===== src/rtl/pixel_filter_ctrl.sv =====
// Frame-synchronous pixel-filter controller: debounced mode button, frame-aligned
// mode commit and a 2-stage filter pipeline with matching sync/DE delay.
module pixel_filter_ctrl #(
  parameter int unsigned DEBOUNCE_CYCLES = 500000,
  parameter logic [7:0]  THRESH          = 8'h80,
  parameter logic        SYNC_ACTIVE     = 1'b0
) (
  input  logic        clk,
  input  logic        rst,
  input  logic        mode_btn,
  input  logic [11:0] in_rgb,
  input  logic        in_de,
  input  logic        in_hsync,
  input  logic        in_vsync,
  output logic [11:0] out_rgb,
  output logic        out_de,
  output logic        out_hsync,
  output logic        out_vsync,
  output logic [1:0]  mode,
  output logic        frame_start
);

  localparam int unsigned CNT_W  = $clog2(DEBOUNCE_CYCLES + 1);
  localparam int unsigned RGB_W  = 12;
  localparam int unsigned GRAY_W = 8;

  typedef enum logic [1:0] {IDLE, PRESS, HELD, RELEASE} db_state_t;

  db_state_t        db_state;
  logic [CNT_W-1:0] db_cnt;
  logic             btn_meta;
  logic             btn_sync;
  logic [1:0]       pending;
  logic             vsync_prev;

  logic [RGB_W-1:0]  s1_rgb;
  logic [GRAY_W-1:0] s1_gray;
  logic [1:0]        s1_mode;
  logic              s1_de;
  logic              s1_hsync;
  logic              s1_vsync;

  logic [GRAY_W-1:0] gray_c;
  logic [RGB_W-1:0]  s2_rgb;

  // Two-flop synchroniser for the asynchronous push-button
  always_ff @(posedge clk) begin
    if (rst) begin
      btn_meta <= 1'b0;
      btn_sync <= 1'b0;
    end else begin
      btn_meta <= mode_btn;
      btn_sync <= btn_meta;
    end
  end

  // Debounce FSM; one pending increment per accepted press, none while held
  always_ff @(posedge clk) begin
    if (rst) begin
      db_state <= IDLE;
      db_cnt   <= '0;
      pending  <= 2'd0;
    end else begin
      case (db_state)
        IDLE: begin
          if (btn_sync) begin
            db_state <= PRESS;
            db_cnt   <= CNT_W'(1);
          end
        end
        PRESS: begin
          if (!btn_sync) begin
            db_state <= IDLE;
            db_cnt   <= '0;
          end else begin
            db_cnt <= db_cnt + CNT_W'(1);
            if (db_cnt == CNT_W'(DEBOUNCE_CYCLES - 1)) begin
              db_state <= HELD;
              pending  <= pending + 2'd1;
            end
          end
        end
        HELD: begin
          if (!btn_sync) begin
            db_state <= RELEASE;
            db_cnt   <= CNT_W'(1);
          end
        end
        RELEASE: begin
          if (btn_sync) begin
            db_state <= HELD;
            db_cnt   <= '0;
          end else begin
            db_cnt <= db_cnt + CNT_W'(1);
            if (db_cnt == CNT_W'(DEBOUNCE_CYCLES - 1)) begin
              db_state <= IDLE;
            end
          end
        end
        default: begin
          db_state <= IDLE;
          db_cnt   <= '0;
        end
      endcase
    end
  end

  // Frame-start detect on vsync entering its active level; commit pending mode there
  always_ff @(posedge clk) begin
    if (rst) begin
      vsync_prev  <= ~SYNC_ACTIVE;
      frame_start <= 1'b0;
      mode        <= 2'd0;
    end else begin
      vsync_prev  <= in_vsync;
      frame_start <= (in_vsync == SYNC_ACTIVE) && (vsync_prev != SYNC_ACTIVE);
      if (frame_start) begin
        mode <= pending;
      end
    end
  end

  // Luma approximation from 4-bit channels widened to 8 bits; max 230, no overflow
  always_comb begin
    gray_c = ({in_rgb[11:8], 4'h0} / 8'd3)
           + ({in_rgb[7:4],  4'h0} / 8'd2)
           + ({in_rgb[3:0],  4'h0} / 8'd8);
  end

  // Stage-2 filter select; blanking pixels are forced black
  always_comb begin
    s2_rgb = s1_rgb;
    case (s1_mode)
      2'd0: s2_rgb = s1_rgb;
      2'd1: s2_rgb = {3{s1_gray[7:4]}};
      2'd2: s2_rgb = ~s1_rgb;
      2'd3: s2_rgb = (s1_gray >= THRESH) ? 12'hFFF : 12'h000;
      default: s2_rgb = s1_rgb;
    endcase
    if (!s1_de) begin
      s2_rgb = 12'h000;
    end
  end

  // Two-stage pixel pipeline; mode is captured per pixel in stage 1
  always_ff @(posedge clk) begin
    if (rst) begin
      s1_rgb    <= '0;
      s1_gray   <= '0;
      s1_mode   <= 2'd0;
      s1_de     <= 1'b0;
      s1_hsync  <= ~SYNC_ACTIVE;
      s1_vsync  <= ~SYNC_ACTIVE;
      out_rgb   <= '0;
      out_de    <= 1'b0;
      out_hsync <= ~SYNC_ACTIVE;
      out_vsync <= ~SYNC_ACTIVE;
    end else begin
      s1_rgb    <= in_rgb;
      s1_gray   <= gray_c;
      s1_mode   <= mode;
      s1_de     <= in_de;
      s1_hsync  <= in_hsync;
      s1_vsync  <= in_vsync;
      out_rgb   <= s2_rgb;
      out_de    <= s1_de;
      out_hsync <= s1_hsync;
      out_vsync <= s1_vsync;
    end
  end

endmodule

===== config.mk =====
export PLATFORM = sky130hd
export DESIGN_NAME = pixel_filter_ctrl
export DESIGN_NICKNAME = d
export VERILOG_FILES = /design/src/rtl/pixel_filter_ctrl.sv
export SDC_FILE = /design/constraint.sdc
export NUM_CORES = 1
export LEC_CHECK = 0
export CAP_MARGIN = 20
export CORE_MARGIN = 8
export CORE_UTILIZATION = 50
export DETAILED_ROUTE_END_ITERATION = 8
export GPL_ROUTABILITY_DRIVEN = 0
export PLACE_DENSITY_LB_ADDON = 0.12
export SLEW_MARGIN = 0
export SYNTH_ARGS = -nofsm -noshare
export SYNTH_HDL_FRONTEND = slang
export SYNTH_SLANG_ARGS = --single-unit

===== constraint.sdc =====
create_clock -name clk -period 4.32 [get_ports clk]
set_clock_uncertainty 0.05 [all_clocks]
set_input_delay 0.432 -clock clk [delete_from_list [all_inputs] [get_ports clk]]
set_output_delay 0.432 -clock clk [all_outputs]
set_load 0.03 [all_outputs]

==> results.ini, run 1 <==
[cells_and_area]
register_area_um2=1280
drive_gt1_frac=0.162
nets=425
fillers=501
antenna_cells=0
area.growth.synth_to_final_pct=24.8
final_cell_area_um2=3870
multi_input_area_um2=1710

[yosys]
synth_area_um2=3100
synth-async-reset-ratio=0
yosysMostFrequentCell=dfxtp_1
synth_common_cells=dfxtp_1, nor2_1, xnor2_1
yosys-top-cells-area=dfxtp_1, xnor2_1, nor2_1
yosysTopAreaCell=dfxtp_1
synth_top_area_share=0.413
yosysWarnings=0
syn_nets=374
synthFlopType=dfxtp_1
postSynthCellCount=340
synth_seq_cells=64
ys_seq_area_frac=0.413
synth_edf_count=0
avgSynthCellArea_um2=9.12
synth.distinct_cells=57

[timing]
maxSlewViolCount=0
max_slew_margin=0.488
period_share=0.941
finalSetupViolations=0
fin_crit_ps=4060
max_freq_mhz=246
hold_viol=0
hold_slack_ps=360
worstMarginPinSlew_ps=767

[die]
row_count=28
coreArea_um2=5960
num_io_pins=36
die_h_um=94.8
floorplan.initialDensity=0.521
die_w_um=94.8
die_area_um2=8980

[setup_path]
r2r_cells=5
cp-start-kind=primary input
rr_endpoint=db_cnt[5]
cp.arrival_ps=4230
endpoint_kind=flip-flop
critPathKind=in -> reg
crit_required_ps=4490
rrSetupSlack_ps=2340
cp_max_fo=4

[drt]
wl_per_cell_um=12.6
drc=0
vias_per_cell=5.03
ant_nets=0
drt_iter0_markers=120
drtPass1Iterations=4
routed_wl_um=5930
vias=2362

[global_route]
track_usage=0.145
grt_max_degree=30
antenna_found_initial=0
grt_pass1_wl_um=10400
grt_overflow=0
grt_pass1_vias=2261

[clock_network]
clock_sinks=64
htreeDepth=3
cts_buffers=9
cts-root-buf=clkbuf_8
cts.path.max_buffers=2
path_clk_slew_ps=70
cts_tree=yes
clkLatencyLatePin_ps=330

[power]
peakVddDrop_uv=227
powerDensity_nw_per_um2=372
leakagePower_nw=1.53

[hold_path]
whs_endpoint=out_hsync
hold_path_class=reg -> reg
hold_depth=1
min-delay-start=s1_hsync

[flow_run]
maxCapViolCount=0

[run_status]
status=finished, final reports clean

[placement]
portBuffers=35
post_dp_cell_area_um2=3610
dpl.hpwl_um=4300

==> metal layers <==
metal	GRT usage	wire length, µm	up-vias
met5	0	0	-
met2	0.207	2570	45
met1	0.191	2910	1058
met4	0.0624	114	0
li1	-	-	1250
met3	0.0532	343	9
==> stage by stage <==
step	setup WS (ps)	instances	power, mW	TNS, ps	utilization
2_1_floorplan	23.9	340	0.797	0	-
3_3_place_gp	-148	454	0.871	-297	0.606
3_5_place_dp	-269	454	0.876	-740	0.606
4_1_cts	84.2	469	1.44	0	0.643
5_1_grt	-10.5	470	1.52	-10.5	0.650
6_report	255	470	1.44	0	0.650
==> how the worst max path moves through the flow <==
stage	start	endpoint	slack, ps	cells past startpoint
3_3_place_gp	in_rgb[9]	s1_gray[6]	-150	25
2_1_floorplan	in_rgb[10]	s1_gray[6]	20	24
4_1_cts	in_rgb[9]	s1_gray[7]	80	25
5_1_grt	in_rgb[11]	s1_gray[6]	-10	24
3_5_place_dp	in_rgb[9]	s1_gray[7]	-270	25
6_report	in_rgb[11]	s1_gray[6]	260	23
==> cell type report <==
class                   count  share of cell area
multi-input cells         244               0.442
flip-flops and latches     64               0.331
repair buffers             54               0.129
clock buffers              12              0.0401
well taps                  75              0.0242
inverters                  18              0.0174
clock inverters             3              0.0168
==> placed cells by master (no fill, tap or decap), drive strengths merged, types with 8 or more instances in the layout <==
cell type and n:
inv 18, nor2 46, ha 13, nor2b 15, clkbuf 12, o21ai 19, nand3 12, buf 19
o21a 9, clkdlybuf4s50 33, nand2 14, nand2b 8, dfxtp 64, a21oi 16, xnor2 21, xor2 11
==> cell families (layout without fill, tap and decap cells) <==
group,count (synthesis),in the layout,share of synthesized area
AOI/OAI and AO/OA,60,60,0.128
xor gates and xnor gates,32,32,0.0928
DFF,64,64,0.413
buffers and inverters,32,87,0.0468
and+or+nand+nor,132,132,0.234
adders and majority gates,16,16,0.0718
muxes,4,4,0.0133
==> worst max-delay path, stage by stage <==
cell and delay [ps]:
clkdlybuf4s50_1 500, o21ai_0 100, ha_1 200, or4b_4 490
o311ai_2 100, a31o_4 140, inv_1 40, ha_2 180
o21ai_2 70, xnor2_1 90, ha_1 290, nor2b_2 120
o2111ai_1 90, nand2_1 90, o21ai_1 70, ha_1 180
ha_2 190, fa_2 370, a21oi_2 120, nor2_1 40
nor2_1 120, xor2_1 150, nor2_1 50
==> report_power, final <==
part	internal (mW)	switching, mW
combinational	0.128	0.124
sequential	0.613	0.00858
clock	0.353	0.214
total	1.09	0.347
==> state kept, by name, indices dropped and copies added, names as in the netlist, named ones only <==
signal,count
db_cnt,19
db_state,1
s1_gray,4
frame_start,1
s1_rgb,12
out_vsync,1
pending,2
mode,2
btn_meta,1
out_de,1
s1_mode,2
out_rgb,12
s1_vsync,1
btn_sync,1
out_hsync,1
s1_de,1
s1_hsync,1
==> timing repair <==
item	4_1_cts	5_1_grt
buffers inserted	0	0
gates resized for setup	0	9
hold buffers	0	0
endpoints found under the setup margin	0	4
hold endpoints to repair	0	0
Note: power is estimated with default switching activity, not from simulation.
==> run 2: changes to the inputs <==
- CORE_MARGIN: 8 -> unset
- CORE_UTILIZATION: 50 -> 35
- DONT_BUFFER_PORTS: unset -> 1
==> run 2 against run 1 <==
Via count fell by 8.9%. First-iteration DRC count decreased by 43%. Final cell count fell by 4.5%. Critical path type unchanged.
==> results.ini, run 2 (synthesis results as in run 1) <==
[clock_network]
clock_sinks=64  ; unchanged
cts_buffers=9  ; unchanged
htreeDepth=3  ; unchanged
post_cts_resized=0  ; unchanged
cts_setup_buffers=0  ; unchanged
cts.path.max_buffers=2  ; unchanged
clkLatencyLatePin_ps=330  ; about the same
cts_hold_buf=0  ; unchanged
cts_tree=yes
cts-root-buf=clkbuf_8
path_clk_slew_ps=70  ; about the same

[cells_and_area]
final_common_cell=dfxtp_1
most-common-layout-cells=dfxtp_1, nor2_1, xnor2_1, inv_1
fillers=853  ; +70%
nets=373  ; -12%
reg.largest.list=db_cnt: 19 flops, out_rgb: 12 flops, s1_rgb: 12 flops
antenna_cells=0  ; unchanged
area.growth.synth_to_final_pct=9.04
largest_register_ffs=19  ; unchanged
largest-register=db_cnt
drive_gt1_frac=0.122  ; -0.0399

[drt]
drtPass1Iterations=4  ; unchanged
drc=0  ; unchanged
routed_wl_um=5840  ; -1.5%
ant_nets=0  ; unchanged
wl_per_cell_um=13.0  ; +3.1%
vias_per_cell=4.79  ; -4.7%
vias=2151  ; -8.9%
drt_iter0_markers=69  ; -43%

[timing]
fin_tns_setup_ps=0  ; unchanged
max_freq_mhz=253  ; +3.0%
fin_crit_ps=3950  ; -119 ps
worstMarginPinSlew_ps=745  ; -22.3 ps
period_share=0.913  ; -0.0276
hold_slack_ps=116  ; -244 ps
maxSlewViolCount=0  ; unchanged
finalSetupViolations=0  ; unchanged
rsz0062_at_grt=false
max_slew_margin=0.503  ; +0.0152
hold_viol=0  ; unchanged

[global_route]
use_met3=0.0490  ; -0.00420
grt_max_degree=39  ; +30%
grt_pass1_vias=2010  ; -11%
use_met1=0.196  ; +0.00483
antenna_found_initial=0  ; unchanged
grtUsageMet2=0.187  ; -0.0195
grt_overflow=0  ; unchanged
track_usage=0.141  ; -0.00447
grt.busiest_layer=met1
grt_pass1_wl_um=9650  ; -7.2%

[setup_path]
rrSetupSlack_ps=2500  ; +160 ps
r2r_cells=7  ; +2
critPathKind=in -> reg
slowest_delay_ps=470  ; -30 ps
rr_endpoint=pending[1]
crit_required_ps=4500  ; about the same
cp-start-kind=primary input
cp-startpoint=in_rgb[9]
critPathMostFrequentCell=ha_1
endpoint=s1_gray[7]
r2r_start=db_cnt[0]
path_cells=nand2b_1 > nand3_1 > o21ai_0 > ha_1 > or4b_1 > o311ai_1 > a31o_4 > inv_1 > ha_2 > o21ai_2 > xnor2_1 > ha_1 > nor2b_1 > o2111ai_1 > nand2_1 > o21ai_1 > ha_1 > ha_1 > a21o_1 > a21oi_1 > o21bai_1 > a21oi_1 > xor2_1 > nor2_1
cp.arrival_ps=4120  ; -110 ps
cp_max_fo=12  ; +8
endpoint_kind=flip-flop
cp_slowest_cell=or4b_1

[flow_run]
maxCapViolCount=0  ; unchanged

[die]
num_io_pins=36  ; unchanged
floorplan.initialDensity=0.370  ; -0.151
die_area_um2=9240  ; +2.9%
die_w_um=96.1  ; +1.5%
die_h_um=96.1  ; +1.5%
coreArea_um2=8380  ; +41%
row_count=33  ; +18%

[run_status]
status=finished, final reports clean

[power]
powerDensity_nw_per_um2=392  ; +5.4%
peakVddDrop_uv=158  ; -30%
leakagePower_nw=1.28  ; -16%
p_total_mw=1.33  ; -8.0%

[hold_path]
hold_path_class=in -> reg

[placement]
portBuffers=0  ; -100%
dpl.hpwl_um=4230  ; -1.7%

run 2: cell types whose count changed in the layout (fill, tap and decap cells not counted), sizes merged, moves of 2 or more:
cell / previous run / this run
buf: 19 / 2
dlymetal6s2s: 2 / 0
clkinvlp: 0 / 2
clkdlybuf4s50: 33 / 0
run 2: per-stage QoR:
stage                     area, µm²  worst slack (ps)  utilization  instances
final                          3380               375        0.403        449
after floorplan                3120              23.9            -        340
after global placement         3170               137        0.378        432
after global routing           3380               113        0.403        449
after CTS                      3370               390        0.403        448
after detailed placement       3170              37.1        0.378        432
run 2: worst max-delay path, delay by kind of cell:
| family | cells | cell delay (ps) |
|---|---|---|
| AO/OA/AOI/OAI | 10 | 1320 |
| adder cells (fa/ha/maj) | 5 | 1070 |
| buffers and inverters | 1 | 50 |
| XOR/XNOR | 2 | 250 |
| AND/OR/NAND/NOR | 6 | 980 |
run 2: where the power goes:
part           switching (mW)  total (mW)  internal [mW]  leakage, nW
clock                   0.228       0.524          0.296        0.101
combinational          0.0936       0.173         0.0791        0.652
sequential             0.0166       0.629          0.613        0.523
total                   0.338        1.33          0.988         1.28
run 2: metal layers:
metal | up-vias | routed length (µm)
li1 | 1142 | -
met1 | 963 | 3160
met2 | 42 | 2300
met3 | 4 | 317
met4 | 0 | 72
met5 | - | 0
run 2: worst min-delay path by stage:
stage	startpoint	to	slack (ps)	cells past startpoint
final	rst	db_cnt[4]	120	1
after global routing	rst	db_cnt[1]	80	1
after CTS	rst	db_cnt[4]	90	1
after detailed placement	s1_hsync	out_hsync	350	1
after global placement	s1_hsync	out_hsync	340	1
after floorplan	s1_hsync	out_hsync	340	1
run 2: layout make-up:
class / count / area, µm² / share of cell area
tap: 105 / 131 / 0.0388
clock buffer: 11 / 151 / 0.0448
sequential: 64 / 1280 / 0.379
clock inverter: 5 / 55.1 / 0.0163
inverter: 18 / 67.6 / 0.0200
timing repair buffer: 2 / 15.0 / 0.00444
multi-input combinational: 244 / 1680 / 0.497
==> run 3: changes to the inputs <==
- clock period: 4.32 -> 4.8 ns (I/O delays scaled with it)
==> run 3 against run 2 <==
Power fell by 10%. First-iteration DRC count rose by 10%. Core utilization fell by 0.15 points. Largest power group unchanged.
==> results.ini, run 3 (synthesis results as in run 1) <==
[drt]
ant_nets=0  ; unchanged
drtPass1Iterations=4  ; unchanged
vias_per_cell=4.81  ; +0.46%
vias=2156  ; +0.23%
wl_per_cell_um=13.0  ; +0.17%
routed_wl_um=5840  ; about the same
drc=0  ; unchanged
drt_iter0_markers=76  ; +10%

[power]
p_total_mw=1.19  ; -10%
peakVddDrop_uv=145  ; -7.9%
p_comb_frac=0.128  ; -0.002
power.share.clock=0.395  ; about the same
power_switching_mw=0.302  ; -11%
powerDensity_nw_per_um2=353  ; -10%
p_sw_frac=0.254  ; -0.00144
pwr-share-seq=0.477  ; +0.002
leakagePower_nw=1.27  ; -0.23%
p_int_mw=0.887  ; -10%

[timing]
max_slew_margin=0.503  ; +0.000617
rsz0062_at_grt=false
max_freq_mhz=237
worstMarginPinSlew_ps=744  ; -0.924 ps
hold_slack_ps=161  ; +44.3 ps
maxSlewViolCount=0  ; unchanged
fin_tns_setup_ps=0  ; unchanged
finalSetupViolations=0  ; unchanged
period_share=0.879
fin_crit_ps=4220
hold_viol=0  ; unchanged

[setup_path]
crit_required_ps=4970  ; +470 ps
cp.arrival_ps=4390  ; +270 ps
cp-start-kind=primary input
critPathKind=in -> reg
cp_max_fo=12  ; unchanged
endpoint_kind=flip-flop

[hold_path]
hold_path_class=in -> reg

[cells_and_area]
largest_register_ffs=19  ; unchanged
largest-register=db_cnt
final_common_cell=dfxtp_1
final_util=0.402  ; -0.00149
drive_gt1_frac=0.114  ; -0.00839
area.growth.synth_to_final_pct=8.63
antenna_cells=0  ; unchanged
most-common-layout-cells=dfxtp_1, nor2_1, xnor2_1, inv_1
nets=372  ; -0.27%
reg.largest.list=db_cnt: 19 flops, out_rgb: 12 flops, s1_rgb: 12 flops

[clock_network]
clkLatencyLatePin_ps=330  ; about the same
cts_hold_buf=0  ; unchanged
htreeDepth=3  ; unchanged
cts_tree=yes
cts.path.max_buffers=2  ; unchanged
cts_setup_buffers=0  ; unchanged
post_cts_resized=0  ; unchanged
clock_sinks=64  ; unchanged
path_clk_slew_ps=70  ; about the same
cts_buffers=9  ; unchanged
cts-root-buf=clkbuf_8

[global_route]
grt_pass1_wl_um=9930  ; +2.9%
grt_pass1_vias=2042  ; +1.6%
grt_max_degree=39  ; unchanged
grt_overflow=0  ; unchanged
antenna_found_initial=0  ; unchanged
track_usage=0.142  ; +0.000970

[die]
coreArea_um2=8380  ; unchanged
die_h_um=96.1  ; unchanged
num_io_pins=36  ; unchanged
die_area_um2=9240  ; unchanged
row_count=33  ; unchanged
floorplan.initialDensity=0.370  ; unchanged
die_w_um=96.1  ; unchanged

[run_status]
status=finished, final reports clean

[flow_run]
maxCapViolCount=0  ; unchanged

[placement]
dpl.hpwl_um=4280  ; +1.4%
portBuffers=0  ; unchanged

-- run 3: cell count changes in the layout (fill, tap and decap cells not counted), sizes merged --
cell and delta:
buf -1
-- run 3: worst max-delay path, cell delays in order --
cell	delay, ps
nand2b_1	150
nand3_1	90
o21ai_0	100
ha_1	300
or4b_1	490
o311ai_1	100
a31o_4	180
inv_1	50
ha_1	260
o21ai_2	120
xnor2_1	100
ha_1	290
nor2b_1	130
o2111ai_1	100
nand2_1	90
o21ai_1	70
ha_1	180
ha_1	200
fa_1	400
a21oi_1	160
nor2_1	50
nor2_1	110
xor2_1	150
nor2_1	50
-- run 3: cell type report --
class | instances | area (µm²)
inverter | 18 | 67.6
clock inverter | 5 | 55.1
clock buffer | 11 | 151
sequential | 64 | 1280
fill | 849 | 5010
tap | 105 | 131
timing repair buffer | 1 | 7.51
multi-input combinational | 244 | 1680
-- run 3: path summary, 6_finish.rpt --
check             startpoint    endpoint  slack (ps)  depth (start not counted)
hold / removal           rst   db_cnt[4]         160                          1
hold reg to reg     s1_hsync   out_hsync         360                          1
setup / recovery   in_rgb[9]  s1_gray[6]         580                         24
setup reg to reg    btn_sync  db_cnt[17]        2910                          5
-- run 3: routing by layer --
layer  vias to the layer above  wire (µm)  global-route usage
met2                        30       2370               0.194
met5                         -          0                   0
met1                       970       3100               0.200
met4                         0         78              0.0560
li1                       1148          -                   -
met3                         8        295              0.0474
-- run 3: stage by stage --
step                std cells  instance area [µm²]  setup slack, ps
finish                    448                 3370              579
global route              448                 3370              237
CTS                       447                 3360              590
detailed placement        431                 3160              235
global placement          431                 3160              381
floorplan                 340                 3100              332
-- run 3: power groups by stage --
stage / sequential [mW] / clock, mW / combinational (mW)
final: 0.567 / 0.469 / 0.152
after floorplan: 0.576 / 0 / 0.137
after detailed placement: 0.579 / 0 / 0.153
after CTS: 0.567 / 0.487 / 0.154
after global placement: 0.579 / 0 / 0.149
after global routing: 0.569 / 0.510 / 0.176
